<file path="src/rtl/seq_tracker.sv">
// Locks onto the 5-bit sequence s' = ((2s-1) mod 32) ^ (s & 7) and flags breaks while locked.
// Define SEQ_TRACKER_ASSERT_EN to compile in embedded consistency assertions.
module seq_tracker #(
    parameter int unsigned LOCK_N = 3,
    parameter int unsigned CNT_W  = 8
) (
    input  logic             clk,
    input  logic             rst_n,
    input  logic             in_valid,
    input  logic [4:0]       in_state,
    output logic             locked,
    output logic             err,
    output logic [CNT_W-1:0] err_count,
    output logic [4:0]       predicted,
    output logic             pred_valid
);

    localparam int unsigned MW = $clog2(LOCK_N + 1);
    localparam logic [CNT_W-1:0] CNT_MAX = '1;

    typedef enum logic [1:0] {
        IDLE   = 2'd0,
        TRACK  = 2'd1,
        LOCKED = 2'd2
    } state_t;

    state_t           state, state_nxt;
    logic [MW-1:0]    match_cnt, match_cnt_nxt;
    logic             locked_nxt;
    logic             err_nxt;
    logic [CNT_W-1:0] err_count_nxt;
    logic [4:0]       predicted_nxt;
    logic             pred_valid_nxt;
    logic             sample_hit;

    function automatic logic [4:0] seq_next(input logic [4:0] s);
        return ({s[3:0], 1'b0} - 5'd1) ^ {2'b00, s[2:0]};
    endfunction

    assign sample_hit = (in_state == predicted);

    // State and registered outputs.
    always_ff @(posedge clk or negedge rst_n) begin
        if (!rst_n) begin
            state      <= IDLE;
            match_cnt  <= '0;
            locked     <= 1'b0;
            err        <= 1'b0;
            err_count  <= '0;
            predicted  <= 5'd0;
            pred_valid <= 1'b0;
        end else begin
            state      <= state_nxt;
            match_cnt  <= match_cnt_nxt;
            locked     <= locked_nxt;
            err        <= err_nxt;
            err_count  <= err_count_nxt;
            predicted  <= predicted_nxt;
            pred_valid <= pred_valid_nxt;
        end
    end

    // Next-state logic; err defaults low so it never lasts more than one cycle.
    always_comb begin
        state_nxt      = state;
        match_cnt_nxt  = match_cnt;
        locked_nxt     = locked;
        err_nxt        = 1'b0;
        err_count_nxt  = err_count;
        predicted_nxt  = predicted;
        pred_valid_nxt = pred_valid;

        if (in_valid) begin
            predicted_nxt  = seq_next(in_state);
            pred_valid_nxt = 1'b1;
            case (state)
                IDLE: begin
                    state_nxt     = TRACK;
                    match_cnt_nxt = '0;
                    locked_nxt    = 1'b0;
                end
                TRACK: begin
                    if (sample_hit) begin
                        if (match_cnt == MW'(LOCK_N - 1)) begin
                            state_nxt     = LOCKED;
                            match_cnt_nxt = MW'(LOCK_N);
                            locked_nxt    = 1'b1;
                        end else begin
                            match_cnt_nxt = match_cnt + MW'(1);
                        end
                    end else begin
                        match_cnt_nxt = '0;
                    end
                end
                LOCKED: begin
                    if (!sample_hit) begin
                        state_nxt     = TRACK;
                        match_cnt_nxt = '0;
                        locked_nxt    = 1'b0;
                        err_nxt       = 1'b1;
                        if (err_count != CNT_MAX) begin
                            err_count_nxt = err_count + CNT_W'(1);
                        end
                    end
                end
                default: begin
                    state_nxt     = IDLE;
                    match_cnt_nxt = '0;
                    locked_nxt    = 1'b0;
                end
            endcase
        end
    end

`ifdef SEQ_TRACKER_ASSERT_EN
    logic [CNT_W-1:0] err_count_prev;

    always_ff @(posedge clk or negedge rst_n) begin
        if (!rst_n) begin
            err_count_prev <= '0;
        end else begin
            err_count_prev <= err_count;
        end
    end

    always @(posedge clk) begin
        if (rst_n) begin
            assert (!(err && locked));
            assert (!locked || pred_valid);
            assert (err_count >= err_count_prev);
            assert (state inside {IDLE, TRACK, LOCKED});
        end
    end
`endif

endmodule

</file>
<file path="config.mk">
export PLATFORM = sky130hd
export DESIGN_NAME = seq_tracker
export DESIGN_NICKNAME = d
export VERILOG_FILES = /design/src/rtl/seq_tracker.sv
export SDC_FILE = /design/constraint.sdc
export NUM_CORES = 1
export LEC_CHECK = 0
export BUFFER_PORTS_ARGS = -buffer_cell sky130_fd_sc_hd__clkbuf_2
export CAP_MARGIN = 25
export CORE_UTILIZATION = 52
export CTS_CLUSTER_DIAMETER = 30
export DETAILED_ROUTE_END_ITERATION = 16
export GPL_ROUTABILITY_DRIVEN = 0
export PLACE_DENSITY = 0.78
export SYNTH_ARGS = -nofsm -noshare
export SYNTH_HDL_FRONTEND = slang
export SYNTH_SLANG_ARGS = --single-unit
</file>
<file path="constraint.sdc">
create_clock -name clk -period 1.9 [get_ports clk]
set_input_delay 0.19 -clock clk [delete_from_list [all_inputs] [get_ports clk]]
set_output_delay 0.19 -clock clk [all_outputs]
set_load 0.05 [all_outputs]
</file>
; After elaboration in Yosys (flattened, before gate mapping)
; Cells that the tools add are included.
[word_totals]
ff_bits = 20
latchBits = 0
mem_bits_rw = 0
romBits = 0
input_bits = 8
out_inout_bits = 16
wordCells = 39
n_memories = 0
[classes]
add_sub_neg = 3
mul = 0
n_div = 0
magnitude_cmp = 0
eq_ne = 8
shifts = 0
muxes = 15
bitwise_logic = 2
reduce_logical = 4
[op_table]
columns = op, count
row1 = two-way mux 2 bit, 6
row2 = adder 8 x 1 -> 8 bit (second input constant), 1
row3 = inequality test 8 bit (second input constant), 1
row4 = AND reduction 4 bit, 2
row5 = two-way mux 1 bit, 6
row6 = inequality test 2 bit (second input constant), 3
row7 = one-hot mux 2 bit (3 select lines), 1
row8 = equality test 5 bit, 1
row9 = subtractor 5 x 1 -> 5 bit (second input constant), 1
row10 = bitwise XOR 5 x 3 -> 5 bit, 1
row11 = equality test 2 bit (second input constant), 2
row12 = one-hot mux 2 bit (2 select lines), 1
row13 = adder 2 x 1 -> 2 bit (second input constant), 1
row14 = equality test 2 x 1 -> 1 bit (second input constant), 1
row15 = logical NOT 2 bit, 1
row16 = one-hot mux 1 bit (2 select lines), 1
row17 = AND reduction 2 bit, 1
row18 = inverter 1 bit, 1

; Logic depth before layout (Yosys ltp)
; Gate-level depths: netlist of the first run.
[logic_depth]
depth_word = 4
ltp_mapped = 6
depth_no_buf = 6

; Worst setup path before layout of the first run
; Ideal clock, no wire load.
[synth_path]
path_kind = register to register
start = register err_count[2]
end = register err_count[1]
setup_time_ns = 0.128
t_arrival_ns = 1.743
t_required_ns = 1.772
setup_slack_ns = 0.030
path_stages_with_launch = 6
path_buffers = 0
period_less_slack_ns = 1.870
cell_sequence = dfrtp_1 -> and4_1 -> and3_1 -> and2_4 -> nor3_2 -> mux2_1
[synth_via]
elab_chain_len = 2
[synth_rtl]
columns = item, line
row1 = from (decl), 13  ; output logic [CNT_W-1:0] err_count,
row2 = from (signal assigned), 57  ; err_count <= err_count_nxt;
row3 = inequality test 8 bit, 101  ; if (err_count != CNT_MAX) begin
row4 = AND reduction 4 bit (no source line), --
; Every way passes these cells.
; A chain may end at the register's enable or synchronous reset.

; Worst setup path after layout of the first run
; Ends and elaborated chain as after synthesis.

==> run_results.csv, run 1 <==
group,metric,value,unit
logic_synthesis,synth_seq_cells,19,
worst_setup_path,cp.required,2090,ps
grt,grt_pass1_wl,3.33,mm
cells_and_area,fin_util,0.679,
cells_and_area,drive_gt1_frac,0.336,
detailed_routing,drc,0,
logic_synthesis,synthTopCellsByArea,"dfrtp_1, xnor2_1, xor2_1",
worst_setup_path,worstPathArrival,1890,ps
pwr,leakage,0.585,nW
pwr,p_clk_frac,0.251,
worst_setup_path,max_stage_delay,450,ps
logic_synthesis,postSynthCellCount,98,
clocking,insertion_delay,300,ps
detailed_routing,drt_iter0_markers,7,
worst_setup_path,cp_slowest_cell,"dfrtp_1",
die,ios,24,
pwr,p_comb_frac,0.211,
clocking,h-tree-depth,1,
logic_synthesis,ys.flop_type,"dfrtp_1",
timing,setup_tns,0,ps
detailed_routing,vias,791,
timing,period_share,0.897,
worst_setup_path,path_max_fanout,6,
cells_and_area,seq_area,475,sq um
worst_setup_path,path_buf_inv,0,
clocking,post-cts-setup-buffers,0,
worst_setup_path,crit_type,"reg -> reg",
worst_setup_path,critPathLaunch,"err_count[2]",
timing,drv_slew,0,
die,dieArea,2190,sq um
clocking,cts_sinks,19,
pwr,powerDensity,669,nW/um^2
clocking,cts_tree,"done",
logic_synthesis,synth_top_area_frac,0.456,
timing,slew_headroom,0.687,
worst_setup_path,cp_top_family,"simple AND/OR/NAND/NOR gates",
grt,overflow,0,
pwr,peakVddDrop,0.505,mV
logic_synthesis,synth_edf_count,0,
detailed_routing,wire_per_inst,12.3,um
timing,min_period,1700,ps
pwr,power_frac_seq,0.538,
cells_and_area,final_net_count,137,
placement,portBuffers,23,
timing,hold_violations,0,
clocking,cts-buffers-inserted,3,
timing,rsz0062_at_grt,"no",
logic_synthesis,syn_area,1040,sq um
die,core_region_area,1800,sq um
worst_setup_path,crit_chain,"and4_1 > and3_1 > and2_4 > nor3_2 > mux2_1",
outcome,status,"finished, final reports clean",
clocking,ctsResizeCount,0,
worst_setup_path,crit_path_end_kind,"register",
detailed_routing,vias_per_cell,5.27,
clocking,clockRootBuffer,"clkbuf_4",
logic_synthesis,async_flop_share,1.00,
clocking,clk_pin_slew,110,ps
timing,setup_viol,0,
cells_and_area,multiInputGateArea,531,sq um
cells_and_area,nFillCells,151,
cells_and_area,insertedDiodeCount,0,
pwr,switching_share,0.323,
logic_synthesis,synth_top_area_cell,"dfrtp_1",
die,die_y,46.8,um
pwr,p_int,0.000554,W
job,maxCapViolCount,0,
grt,grt_usage,0.217,
detailed_routing,ant_nets,0,
clocking,clockBufferDepth,2,
logic_synthesis,synth_most_common_cell,"dfrtp_1",
worst_setup_path,rr_startpoint,"err_count[2]",
logic_synthesis,synth_commonest_cells,"dfrtp_1, nor2_1, o21ai_0, xnor2_1",
grt,grt_pass1_vias,821,
grt,antenna_found_initial,0,
die,fp.dieW,46.8,um
die,initial_core_util,0.579,
detailed_routing,drtPass1Iterations,2,
detailed_routing,routed_wl,1.85,mm
logic_synthesis,yosys_warnings,0,
logic_synthesis,synth.distinct_cells,33,
cells_and_area,synthToLayoutAreaGrowth,17.3,%
worst_setup_path,startpoint_type,"register",
timing,tightest_slew,469,ps
pwr,p_switching,0.000264,W
logic_synthesis,synth_seq_area_share,0.456,
timing,finClkSkew,2.80,ps
timing,max_freq,587,MHz
logic_synthesis,synth_nets,109,
placement,hpwl,1.47,mm
hold_path,worst_hold_path_type,"in -> reg",
logic_synthesis,syn_avg_cell_area,10.6,sq um
die,num_rows,15,
grt,grt_max_degree,20,
hold_path,worstHoldStart,"in_state[0]",
power by group through the flow:
stage / Clock [W] / Sequential, W / Combinational, W
finish: 0.000205 / 0.000440 / 0.000173
global route: 0.000234 / 0.000443 / 0.000187
CTS: 0.000208 / 0.000440 / 0.000176
detailed placement: 0 / 0.000448 / 0.000174
global placement: 0 / 0.000447 / 0.000168
floorplan: 0 / 0.000503 / 0.0000680
logic make-up (layout without fill, tap and decap cells):
| logic type | count (synthesis) | after routing | synth area share |
|---|---|---|---|
| flops | 19 | 19 | 0.456 |
| xor+xnor | 13 | 13 | 0.123 |
| simple gates | 38 | 38 | 0.236 |
| buf+inv | 8 | 35 | 0.0360 |
| compound gates | 13 | 13 | 0.0695 |
| fa+ha+maj | 3 | 3 | 0.0360 |
| mux | 4 | 4 | 0.0432 |
metrics by stage:
stage	area (sq um)	power [W]	worst slack, ps	hold slack [ps]	instances
final	1220	0.000818	196	149	150
after global placement	1190	0.000615	256	167	145
after detailed placement	1190	0.000621	195	169	145
after CTS	1220	0.000824	178	152	150
after floorplan	1040	0.000571	29.7	-106	98
after global routing	1220	0.000864	102	146	150
cells in the final DEF, fill, tap and decap left out, drive strengths merged, types with 2 or more instances in the layout:
cell	n
nor3	7
xor2	7
nand2	6
dfrtp	19
and2	3
xnor2	6
nor2	7
inv	5
o21ai	6
nor4	3
a21oi	5
clkbuf	26
buf	2
mux2	4
ha	3
nand3	5
final cells by class:
class	instances	area share
clock inverter	1	0.00409
inverter	5	0.0153
timing repair buffer	26	0.115
tap	25	0.0256
sequential	19	0.389
clock buffer	3	0.0184
multi-input combinational	71	0.434
worst register-to-register path, delay by kind of cell, from the launching register on:
kind / cells / cell delay [ps]
AND/OR/NAND/NOR: 4 / 800
multiplexers: 1 / 340
flip-flops: 1 / 450
path summary, 6_finish.rpt:
check                               end  slack (ps)  cells past startpoint
setup / recovery           err_count[1]         200                      5
hold / removal             predicted[0]         150                      2
setup reg to reg           err_count[1]         200                      5
hold reg to reg              pred_valid         490                      1
max in group asynchronous  predicted[4]        1220                      2
min in group asynchronous  err_count[5]         360                      2
sequential cells by signal, summed over array words and instances (netlist names):
register	count
err_count	8
predicted	5
match_cnt	2
err	1
locked	1
pred_valid	1
state	1
layer usage:
metal,vias up,GRT usage,share of wire
li1,388,-,-
met2,23,0.394,0.50
met5,-,0,0
met4,0,0.0800,0.012
met1,376,0.257,0.46
met3,4,0.0346,0.029
timing repair:
action / in CTS / in global routing
hold buffers: 1 / 0
endpoints found under the hold margin: 19 / 0
endpoints found under the setup margin: 0 / 0
Power figures use the tool's default switching activity.
==> run 2, diff against run 1 <==
--- a/config.mk
+++ b/config.mk
@@ -7,11 +7,13 @@
 export LEC_CHECK = 0
 export BUFFER_PORTS_ARGS = -buffer_cell sky130_fd_sc_hd__clkbuf_2
 export CAP_MARGIN = 25
+export CORE_ASPECT_RATIO = 1.25
 export CORE_UTILIZATION = 52
 export CTS_CLUSTER_DIAMETER = 30
 export DETAILED_ROUTE_END_ITERATION = 16
 export GPL_ROUTABILITY_DRIVEN = 0
-export PLACE_DENSITY = 0.78
+export PLACE_DENSITY_LB_ADDON = 0.1
+export SETUP_SLACK_MARGIN = 0.4
 export SYNTH_ARGS = -nofsm -noshare
 export SYNTH_HDL_FRONTEND = slang
 export SYNTH_SLANG_ARGS = --single-unit
==> run 2 against run 1 <==
Clock-buffer cell count did not move. Largest cell class unchanged. Global-route usage fell by 0.25 points. Setup slack improved by 130 ps. Maximum frequency rose by 8.2%.
==> run_results.csv, run 2 (synthesis gave the netlist of run 1 again) <==
group,metric,value,unit
die,dieArea,2190,sq um
detailed_routing,drtPass1Iterations,4,
detailed_routing,wire_per_inst,13.0,um
pwr,power_frac_seq,0.537,
die,initial_core_util,0.570,
worst_setup_path,reg2reg_to,"err_count[1]",
pwr,leakage,0.632,nW
cells_and_area,multiInputGateArea,606,sq um
worst_setup_path,r2r_cells,5,
grt,antenna_found_initial,0,
timing,min_period,1570,ps
placement,portBuffers,23,
worst_setup_path,ff2ff_setup_slack,330,ps
die,fp.dieW,42.1,um
timing,holdWs,121,ps
clocking,insertion_delay,300,ps
clocking,clockBufferDepth,2,
detailed_routing,routed_wl,1.97,mm
timing,rsz0062_at_grt,"yes",
worst_setup_path,rr_startpoint,"err_count[4]",
timing,slew_headroom,0.687,
clocking,cts_tree,"done",
pwr,p_clk_frac,0.245,
cells_and_area,final_net_count,144,
die,num_rows,17,
pwr,powerDensity,612,nW/um^2
clocking,cts-buffers-inserted,3,
cells_and_area,largest_reg_flops,8,
clocking,clockRootBuffer,"clkbuf_4",
cells_and_area,top_register,"err_count",
die,core_region_area,1830,sq um
cells_and_area,mostFrequentLayoutCells,"clkbuf_2, dfrtp_2, buf_4",
hold_path,worst_hold_path_type,"in -> reg",
outcome,status,"finished, final reports clean",
worst_setup_path,startpoint_type,"register",
timing,setup_viol,0,
grt,grt_usage,0.214,
cells_and_area,seq_area,490,sq um
hold_path,holdPathStages,2,
cells_and_area,synthToLayoutAreaGrowth,30.2,%
detailed_routing,drc,0,
pwr,p_int,0.000565,W
grt,grt_pass1_wl,3.46,mm
hold_path,hold-path-endpoint,"predicted[0]",
worst_setup_path,crit_path_end_kind,"register",
cells_and_area,largestRegisters,"err_count (8), predicted (5), match_cnt (2)",
hold_path,worstHoldStart,"in_state[0]",
placement,dp.cells,138,
cells_and_area,instances_no_fill,151,
grt,grt_pass1_vias,797,
timing,max_freq,635,MHz
detailed_routing,drt_iter0_markers,11,
timing,drv_slew,0,
cells_and_area,drive_gt1_frac,0.523,
pwr,p_switching,0.000266,W
pwr,peakVddDrop,0.653,mV
cells_and_area,insertedDiodeCount,0,
timing,period_share,0.829,
die,ios,24,
worst_setup_path,path_max_fanout,4,
worst_setup_path,cp.required,2090,ps
cells_and_area,layout_commonest_cell,"clkbuf_2",
timing,hold_violations,0,
pwr,switching_share,0.320,
job,maxCapViolCount,0,
worst_setup_path,worstPathArrival,1770,ps
die,die_y,52.1,um
worst_setup_path,crit_type,"reg -> reg",
grt,grt_max_degree,20,
clocking,clk_pin_slew,110,ps
timing,tightest_slew,469,ps
pwr,p_comb_frac,0.218,
detailed_routing,vias_per_cell,5.28,
grt,overflow,0,
placement,hpwl,1.46,mm
cells_and_area,nFillCells,134,
detailed_routing,ant_nets,0,
clocking,cts_sinks,19,
timing,finClkSkew,3.53,ps
clocking,h-tree-depth,1,
detailed_routing,vias,798,
timing,setup_tns,0,ps
## run 2: how the worst max path moves through the flow
stage | from | endpoint | slack (ps) | cells past startpoint
global route | err_count[4] | err_count[1] | 270 | 5
finish | err_count[4] | err_count[1] | 330 | 5
global placement | err_count[2] | err_count[1] | 310 | 5
floorplan | err_count[2] | err_count[1] | 190 | 5
detailed placement | err_count[2] | err_count[1] | 290 | 5
CTS | err_count[4] | err_count[1] | 320 | 5
## run 2: layer usage
metal  share of wire  track usage  vias up
li1                -            -      404
met1            0.41        0.267      372
met2            0.55        0.372       18
met3           0.026       0.0208        4
met4           0.014        0.109        0
met5               0            0        -
## run 2: through the flow
step	utilization	area (sq um)	total power, W	setup WS (ps)
2_1_floorplan	-	1100	0.000583	193
3_3_place_gp	0.673	1230	0.000625	312
3_5_place_dp	0.673	1230	0.000631	289
4_1_cts	0.726	1330	0.000843	324
5_1_grt	0.743	1360	0.000865	273
6_report	0.743	1360	0.000831	325
## run 2: repair_timing
action	CTS	global route
hold endpoints to repair	19	0
gates cloned	0	0
resized for setup	4	2
pin swaps	2	1
hold buffers	1	0
buffers inserted	6	2
setup endpoints to repair	8	12
## run 2: critical path: stages (launching register included)
cell and delay [ps]:
dfrtp_2 420, and4_4 200, and3_4 170, and2_4 180, nor3_4 180, mux2_4 310
## run 2: power by group through the flow
stage	Combinational, W	Clock, W	Sequential, W
after detailed placement	0.000177	0	0.000454
after floorplan	0.0000740	0	0.000509
after global placement	0.000173	0	0.000452
final	0.000182	0.000203	0.000446
after global routing	0.000195	0.000220	0.000450
after CTS	0.000182	0.000215	0.000446
## run 2: area by class of cell
type	count	share of cell area
multi-input cells	71	0.446
clock inverters	1	0.00368
well taps	19	0.0175
clock buffers	3	0.0166
flip-flops and latches	19	0.361
inverters	5	0.0138
repair buffers	33	0.142
==> run 3, diff against run 2 <==
--- a/config.mk
+++ b/config.mk
@@ -5,6 +5,7 @@
 export SDC_FILE = /design/constraint.sdc
 export NUM_CORES = 1
 export LEC_CHECK = 0
+export ABC_AREA = 1
 export BUFFER_PORTS_ARGS = -buffer_cell sky130_fd_sc_hd__clkbuf_2
 export CAP_MARGIN = 25
 export CORE_ASPECT_RATIO = 1.25
==> constraint.sdc (replaced) <==
create_clock -name clk -period 1.61 [get_ports clk]
set_input_delay 0.161 -clock clk [delete_from_list [all_inputs] [get_ports clk]]
set_output_delay 0.161 -clock clk [all_outputs]
set_load 0.05 [all_outputs]
==> run 3 against run 2 <==
Flip-flop and latch count unchanged. Sequential share of layout area shrank 2.6 points. Design area is 6.9% higher.
==> run_results.csv, run 3 <==
group,metric,value,unit
outcome,status,"finished, final reports clean",
clocking,clk_pin_slew,110,ps
cells_and_area,instances_no_fill,187,
placement,placed_area,1280,sq um
detailed_routing,wire_per_inst,12.3,um
die,initial_core_util,0.552,
die,num_rows,18,
detailed_routing,drt_iter0_markers,9,
worst_setup_path,path_max_fanout,6,
job,maxCapViolCount,0,
die,die_y,53.3,um
die,dieArea,2290,sq um
cells_and_area,design_area,1450,sq um
logic_synthesis,postSynthCellCount,133,
placement,portBuffers,23,
worst_setup_path,worstPathArrival,1520,ps
cells_and_area,final_net_count,179,
cells_and_area,seq_area,487,sq um
timing,min_period,1320,ps
worst_setup_path,cp.required,1810,ps
detailed_routing,drtPass1Iterations,4,
cells_and_area,top_register,"err_count",
logic_synthesis,synthTopCellsByArea,"dfrtp_1, nand2_1, inv_1",
timing,setup_tns,0,ps
grt,grt_pass1_vias,858,
timing,max_freq,756,MHz
hold_path,worstHoldStart,"in_state[0]",
cells_and_area,layout_commonest_cell,"nand2_1",
clocking,cts_sinks,19,
logic_synthesis,synth_top_area_frac,0.434,
worst_setup_path,cp_slowest_cell,"dfrtp_2",
logic_synthesis,synth_seq_cells,19,
placement,hpwl,1.63,mm
timing,finClkSkew,1.63,ps
detailed_routing,routed_wl,2.29,mm
timing,tightest_slew,471,ps
die,ios,24,
timing,drv_slew,0,
cells_and_area,mostFrequentLayoutCells,"nand2_1, clkbuf_2, inv_1",
pwr,peakVddDrop,0.993,mV
clocking,h-tree-depth,1,
logic_synthesis,syn_area,1090,sq um
die,core_region_area,1980,sq um
clocking,cts_tree,"done",
worst_setup_path,crit_type,"reg -> reg",
placement,dp.cells,175,
timing,slew_headroom,0.686,
cells_and_area,insertedDiodeCount,0,
grt,grt_pass1_wl,3.57,mm
worst_setup_path,startpoint_type,"register",
clocking,cts-buffers-inserted,3,
clocking,clockRootBuffer,"clkbuf_4",
pwr,powerDensity,1350,nW/um^2
worst_setup_path,max_stage_delay,410,ps
logic_synthesis,synth_top_area_cell,"dfrtp_1",
grt,grt_max_degree,20,
clocking,clockBufferDepth,2,
logic_synthesis,yosys_warnings,0,
worst_setup_path,crit_chain,"ha_4 > nand2_4 > nor3_4 > nand3_2 > nand3_4 > inv_6 > nand2_2 > o21ai_2",
hold_path,worst_hold_path_type,"in -> reg",
timing,setup_viol,0,
pwr,leakage,0.729,nW
logic_synthesis,synth_nets,144,
cells_and_area,multiInputGateArea,646,sq um
cells_and_area,largest_reg_flops,8,
grt,antenna_found_initial,0,
cells_and_area,synthToLayoutAreaGrowth,32.7,%
clocking,insertion_delay,300,ps
logic_synthesis,synth_commonest_cells,"nand2_1, dfrtp_1, inv_1",
cells_and_area,largestRegisters,"err_count (8), predicted (5), match_cnt (2)",
logic_synthesis,synth.distinct_cells,23,
logic_synthesis,async_flop_share,1.00,
worst_setup_path,rr_startpoint,"err_count[0]",
grt,grt_usage,0.212,
worst_setup_path,critPathLaunch,"err_count[0]",
detailed_routing,vias,963,
timing,period_share,0.821,
logic_synthesis,synth_most_common_cell,"nand2_1",
timing,hold_violations,0,
die,fp.dieW,43.0,um
detailed_routing,vias_per_cell,5.15,
logic_synthesis,ys.flop_type,"dfrtp_1",
detailed_routing,drc,0,
logic_synthesis,syn_avg_cell_area,8.23,sq um
worst_setup_path,crit_path_end_kind,"register",
cells_and_area,drive_gt1_frac,0.467,
logic_synthesis,synth_edf_count,0,
logic_synthesis,synth_seq_area_share,0.434,
grt,overflow,0,
cells_and_area,nFillCells,152,
detailed_routing,ant_nets,0,
timing,rsz0062_at_grt,"yes",
## run 3: path summary, 6_finish.rpt
check / to / slack [ps] / depth (start not counted)
min reg2reg: pred_valid / 470 / 1
max reg2reg: err_count[3] / 290 / 8
min: predicted[0] / 150 / 2
max: err_count[3] / 290 / 8
max in group asynchronous: predicted[4] / 920 / 2
min in group asynchronous: err_count[7] / 340 / 2
## run 3: layer usage
layer  GRT usage  wire length (um)  vias up
li1            -                 -      486
met1       0.237               943      439
met2       0.384              1200       30
met3      0.0341                72        8
met4       0.111                74        0
met5           0                 0        -
## run 3: where the power goes
part / internal (W) / switching [W]
Clock: 0.0000965 / 0.000147
Combinational: 0.000349 / 0.000685
Sequential: 0.000588 / 0.000101
Total: 0.00103 / 0.000933
## run 3: through the flow
| stage | hold WS (ps) | util | worst slack, ps | power [W] |
|---|---|---|---|---|
| after CTS | 151 | 0.697 | 265 | 0.00188 |
| after global routing | 173 | 0.733 | 218 | 0.00207 |
| after floorplan | -135 | - | 97.3 | 0.00137 |
| final | 152 | 0.733 | 288 | 0.00197 |
| after global placement | 134 | 0.648 | 280 | 0.00154 |
| after detailed placement | 138 | 0.648 | 240 | 0.00157 |
## run 3: cells by family after synthesis
logic type,after synthesis,share of synthesized area
buffers and inverters,18,0.0697
DFF,19,0.434
adders and majority gates,3,0.0343
AOI/OAI and AO/OA,12,0.0651
and+or+nand+nor,72,0.325
xor gates and xnor gates,9,0.0720
## run 3: layout make-up
cell class	instances	area share
clock buffers	4	0.0181
inverters	17	0.0474
multi-input cells	97	0.444
flip-flops and latches	19	0.335
well taps	20	0.0172
repair buffers	30	0.138
## run 3: repair_timing
| action | 4_1_cts | 5_1_grt |
|---|---|---|
| buffers inserted | 4 | 2 |
| hold buffers | 1 | 0 |
| setup endpoints to repair | 13 | 19 |
| resized for setup | 5 | 27 |
| cloned | 1 | 0 |
| hold endpoints to repair | 19 | 0 |
| pin swaps | 15 | 7 |
## run 3: critical path, delay by kind of cell, from the launching register on
kind                     cells  cell delay (ps)
flip-flops                   1              410
buffers and inverters        1               60
adder cells (fa/ha/maj)      1              150
AO/OA/AOI/OAI                1               50
AND/OR/NAND/NOR              5              560
